==> src/rtl/display_scan4.sv <==
// rtl/display_scan4.sv - four-digit time-multiplexed display scanner with frame snapshot and leading-zero blanking
module display_scan4 #(
    parameter int REFRESH_DIV = 50000
) (
    input  logic        clk,
    input  logic        reset,
    input  logic [15:0] digits,
    input  logic [3:0]  dp_en,
    input  logic        blank_lz,
    output logic [3:0]  digit_sel,
    output logic [3:0]  bcd_out,
    output logic        blank,
    output logic        dp,
    output logic        frame_tick
);

    localparam int DIV_W = (REFRESH_DIV > 2) ? $clog2(REFRESH_DIV) : 1;
    localparam logic [DIV_W-1:0] DIV_LAST = DIV_W'(REFRESH_DIV - 1);

    logic [DIV_W-1:0] div;
    logic [1:0]       idx;
    logic [15:0]      snap_digits;
    logic [3:0]       snap_dp;
    logic             snap_lz;
    logic             load_pending;
    logic             frame_tick_q;

    logic             div_last;
    logic             frame_wrap;
    logic             upper_zero;

    assign div_last   = (div == DIV_LAST);
    assign frame_wrap = div_last && (idx == 2'd3);

    // Divider and digit index: each digit dwells REFRESH_DIV cycles, then the index steps.
    always_ff @(posedge clk) begin
        if (!reset) begin
            div <= '0;
            idx <= 2'd0;
        end else if (div_last) begin
            div <= '0;
            idx <= idx + 2'd1;
        end else begin
            div <= div + DIV_W'(1);
        end
    end

    // Snapshot loads on the frame wrap, or once right after reset without touching the scan position.
    always_ff @(posedge clk) begin
        if (!reset) begin
            snap_digits  <= '0;
            snap_dp      <= '0;
            snap_lz      <= 1'b0;
            load_pending <= 1'b1;
        end else begin
            if (frame_wrap || load_pending) begin
                snap_digits <= digits;
                snap_dp     <= dp_en;
                snap_lz     <= blank_lz;
            end
            load_pending <= 1'b0;
        end
    end

    // Frame tick is high for exactly the first cycle of each new frame; the post-reset load never raises it.
    always_ff @(posedge clk) begin
        if (!reset) begin
            frame_tick_q <= 1'b0;
        end else begin
            frame_tick_q <= frame_wrap;
        end
    end

    // A digit is blank when it and every more-significant snapshot digit are zero; A-F counts as non-zero.
    always_comb begin
        upper_zero = 1'b1;
        for (int j = 0; j < 4; j++) begin
            if ((j >= int'(idx)) && (snap_digits[4*j +: 4] != 4'd0)) begin
                upper_zero = 1'b0;
            end
        end
        blank = snap_lz && (idx != 2'd0) && upper_zero;
    end

    // Digit mux and select decode, straight from registered state.
    always_comb begin
        digit_sel = 4'b0001;
        bcd_out   = snap_digits[3:0];
        case (idx)
            2'd0: begin
                digit_sel = 4'b0001;
                bcd_out   = snap_digits[3:0];
            end
            2'd1: begin
                digit_sel = 4'b0010;
                bcd_out   = snap_digits[7:4];
            end
            2'd2: begin
                digit_sel = 4'b0100;
                bcd_out   = snap_digits[11:8];
            end
            default: begin
                digit_sel = 4'b1000;
                bcd_out   = snap_digits[15:12];
            end
        endcase
    end

    assign dp         = snap_dp[idx] & ~blank;
    assign frame_tick = frame_tick_q;

endmodule

==> config.mk <==
export PLATFORM = sky130hd
export DESIGN_NAME = display_scan4
export DESIGN_NICKNAME = d
export VERILOG_FILES = /design/src/rtl/display_scan4.sv
export SDC_FILE = /design/constraint.sdc
export NUM_CORES = 1
export LEC_CHECK = 0
export BUFFER_PORTS_ARGS = -buffer_cell sky130_fd_sc_hd__buf_2
export CAP_MARGIN = 20
export CORE_MARGIN = 10
export CORE_UTILIZATION = 49
export CTS_CLUSTER_DIAMETER = 120
export CTS_CLUSTER_SIZE = 30
export DETAILED_ROUTE_END_ITERATION = 16
export PLACE_DENSITY = 0.74
export RECOVER_POWER = 25
export SLEW_MARGIN = 20
export SYNTH_ARGS = -nofsm -noshare
export SYNTH_HDL_FRONTEND = slang
export SYNTH_SLANG_ARGS = --single-unit
export TNS_END_PERCENT = 30
==> constraint.sdc <==
create_clock -name clk -period 1.7 [get_ports clk]
set_clock_uncertainty 0.15 [all_clocks]
set_input_delay 0.34 -clock clk [delete_from_list [all_inputs] [get_ports clk]]
set_output_delay 0.34 -clock clk [all_outputs]
set_load 0.03 [all_outputs]
==> impl_metrics.env <==
export IMPL_areaGrowthSynthToFinish_pct=50.4
export IMPL_rows=22
export IMPL_final_cells=335
export IMPL_period_needed_ns=2.24
export IMPL_antenna_cells=0
export IMPL_io_pins=34
export IMPL_cts_tree="yes"
export IMPL_hold_depth=3
export IMPL_outcome="finished with violations"
export IMPL_hold_end="snap_digits[3]"
export IMPL_antenna_found_initial=0
export IMPL_grt_pass1_wl_um=8650
export IMPL_syn_avg_cell_area_um2=8.78
export IMPL_hold_path_class="in -> reg"
export IMPL_gp_congestion=0.837
export IMPL_ys_flop_type="dfxtp_1"
export IMPL_clk_pin_slew_ns=0.08
export IMPL_postLayoutCoreUtil_pct=77.1
export IMPL_setup_tns_ns=-6.70
export IMPL_via_per_inst=5.56
export IMPL_whs_ns=0.115
export IMPL_yosys_area_top_type="dfxtp_1"
export IMPL_required_ns=1.21
export IMPL_drt_total_wl_um=5910
export IMPL_synth_cell_types=29
export IMPL_drive_gt1_share_pct=38.7
export IMPL_finalSetupViolCount=35
export IMPL_drv_slew=0
export IMPL_synth_enable_flop_cells=0
export IMPL_met1Wirelength_um=2450
export IMPL_power_per_cell_area_nw_per_um2=761
export IMPL_first_pass_iters=5
export IMPL_totalPowerFinal_mw=2.18
export IMPL_initial_utilization_pct=51.3
export IMPL_yosysMostFrequentCell="dfxtp_1"
export IMPL_crit_type="reg -> out"
export IMPL_synthesis_area_um2=1910
export IMPL_die_w_um=82.4
export IMPL_grt_max_degree=38
export IMPL_r2r_start="div[9]"
export IMPL_cts_buffers_inserted=5
export IMPL_clockBufferDepth=2
export IMPL_ys_seq_elements=41
export IMPL_highest_signal_layer="met4"
export IMPL_cts_root_buf="clkbuf_8"
export IMPL_r2r_cells=6
export IMPL_worst_path_max_fanout=4
export IMPL_hpwlAfterDp_um=3320
export IMPL_grt_pass1_vias=1784
export IMPL_reg2reg_to="snap_digits[9]"
export IMPL_worstSetupEndpointType="output port"
export IMPL_ctsHtreeMaxLevel=2
export IMPL_stdcell_area_um2=2870
export IMPL_worst_slew_pin_slew_ns=0.683
export IMPL_fmax_mhz=446
export IMPL_crit_arrival_ns=1.75
export IMPL_cp_start_kind="flop"
export IMPL_failed_checks="negative setup slack"
export IMPL_ys_seq_area_share_pct=43.1
export IMPL_hp_start="digits[3]"
export IMPL_async_flop_share_pct=0
export IMPL_dpl_worst_slack_ns=-0.241
export IMPL_irDropWorstVdd_mv=0.682
export IMPL_wl_per_cell_um=17.6
export IMPL_synthCells=217
export IMPL_core_area_um2=3720
export IMPL_grt_usage_pct=16.6
export IMPL_vias=1861
export IMPL_r2r_setup_slack_ns=-0.21
export IMPL_dp_cells=317
export IMPL_hold_viol_final=0
export IMPL_numPortBuffers=33
export IMPL_met3_length_um=533
export IMPL_ant_nets=0
export IMPL_synth_top_cells_by_area="dfxtp_1, nand3_1, xnor2_1, ha_1, o21ai_1"
export IMPL_dieArea_um2=6780
export IMPL_cts_sink_count=41
export IMPL_drc=0
export IMPL_rsz0062_at_grt="yes"
export IMPL_final_nets=318
export IMPL_die_y_um=82.4
export IMPL_grt_ovfl_total=0
export IMPL_period_share_pct=132
export IMPL_power_leakage_nw=1.16
export IMPL_clock_latency_ns=0.30
export IMPL_synth_net_count=249
export IMPL_synthTopCellsByCount="dfxtp_1, nand3_1, nand2_1"
export IMPL_max_slew_margin_pct=54.4
export IMPL_postPlaceCellArea_um2=2410
export IMPL_netlist_area_leader_share_pct=43.1
export IMPL_setup_slack_ns=-0.542
export IMPL_cap_violations=0
export IMPL_drtIter0Drc=205
export IMPL_hold_buffers=0
export IMPL_yosysWarnings=0
export IMPL_dr_wl_met2_um=2690
[repair_timing]
action,4_1_cts,5_1_grt
gates cloned,3,1
setup endpoints to repair,28,47
pin swaps,8,5
gates resized for setup,30,15
buffers inserted,1,5
[where the power goes]
group          total, mW  internal, mW  leakage, nW  switching [mW]
Combinational      0.276         0.141        0.755           0.135
Clock              0.882         0.524       0.0663           0.358
Sequential          1.02         0.994        0.338          0.0304
Total               2.18          1.66         1.16           0.522
[routing by layer]
layer,vias to the layer above,track usage (%)
met3,19,4.10
met2,86,26.8
met4,0,8.16
met5,-,0
li1,895,-
met1,861,20.1
[cell type report]
class                   count  area [um^2]
clock buffers               6         93.8
clock inverters             2         35.0
fillers                   237          851
inverters                  11         46.3
multi-input cells         155         1180
flip-flops and latches     41          830
well taps                  48         60.1
repair buffers             72          624
[registers in the layout, summed over array words and instances, names as in the netlist]
| signal | cells |
|---|---|
| snap_digits | 16 |
| snap_lz | 1 |
| idx | 2 |
| load_pending | 1 |
| div | 16 |
| frame_tick | 1 |
| snap_dp | 4 |
[how the worst max path moves through the flow]
stage            endpoint  cells after the start   start  slack (ns)
6_report       bcd_out[3]                      6  idx[0]       -0.54
2_1_floorplan          dp                      6  idx[0]       -0.26
3_3_place_gp   bcd_out[0]                      6  idx[0]       -0.16
4_1_cts        bcd_out[0]                      7  idx[1]       -0.47
3_5_place_dp        blank                      6  idx[0]       -0.24
5_1_grt        bcd_out[3]                      7  idx[0]       -0.62
[critical path, cell delays in order (launching register included)]
cell and delay (ns):
dfxtp_4 0.38, inv_4 0.05, ha_2 0.20, a222oi_1 0.40
buf_4 0.20, mux2i_4 0.06, buf_6 0.14
[cell families (layout without fill, tap and decap cells)]
family,Yosys count,count (layout),share of synthesized area (%)
fa+ha+maj,9,9,5.91
xor+xnor,15,15,6.89
buf+inv,22,91,5.45
simple gates,97,98,26.1
flops,41,41,43.1
mux,6,6,3.81
compound gates,27,27,8.73
[cell usage in the layout, fill, tap and decap left out, types with 5 or more instances in the layout]
cell type,Yosys,final
dfxtp_1,41,38
buf_4,2,32
nand3_1,28,26
nand2_1,24,24
buf_2,2,23
nor2_1,21,21
o21ai_1,21,21
xnor2_1,13,13
inv_1,11,9
buf_6,0,7
clkbuf_8,0,5
Power figures use the tool's default switching activity.
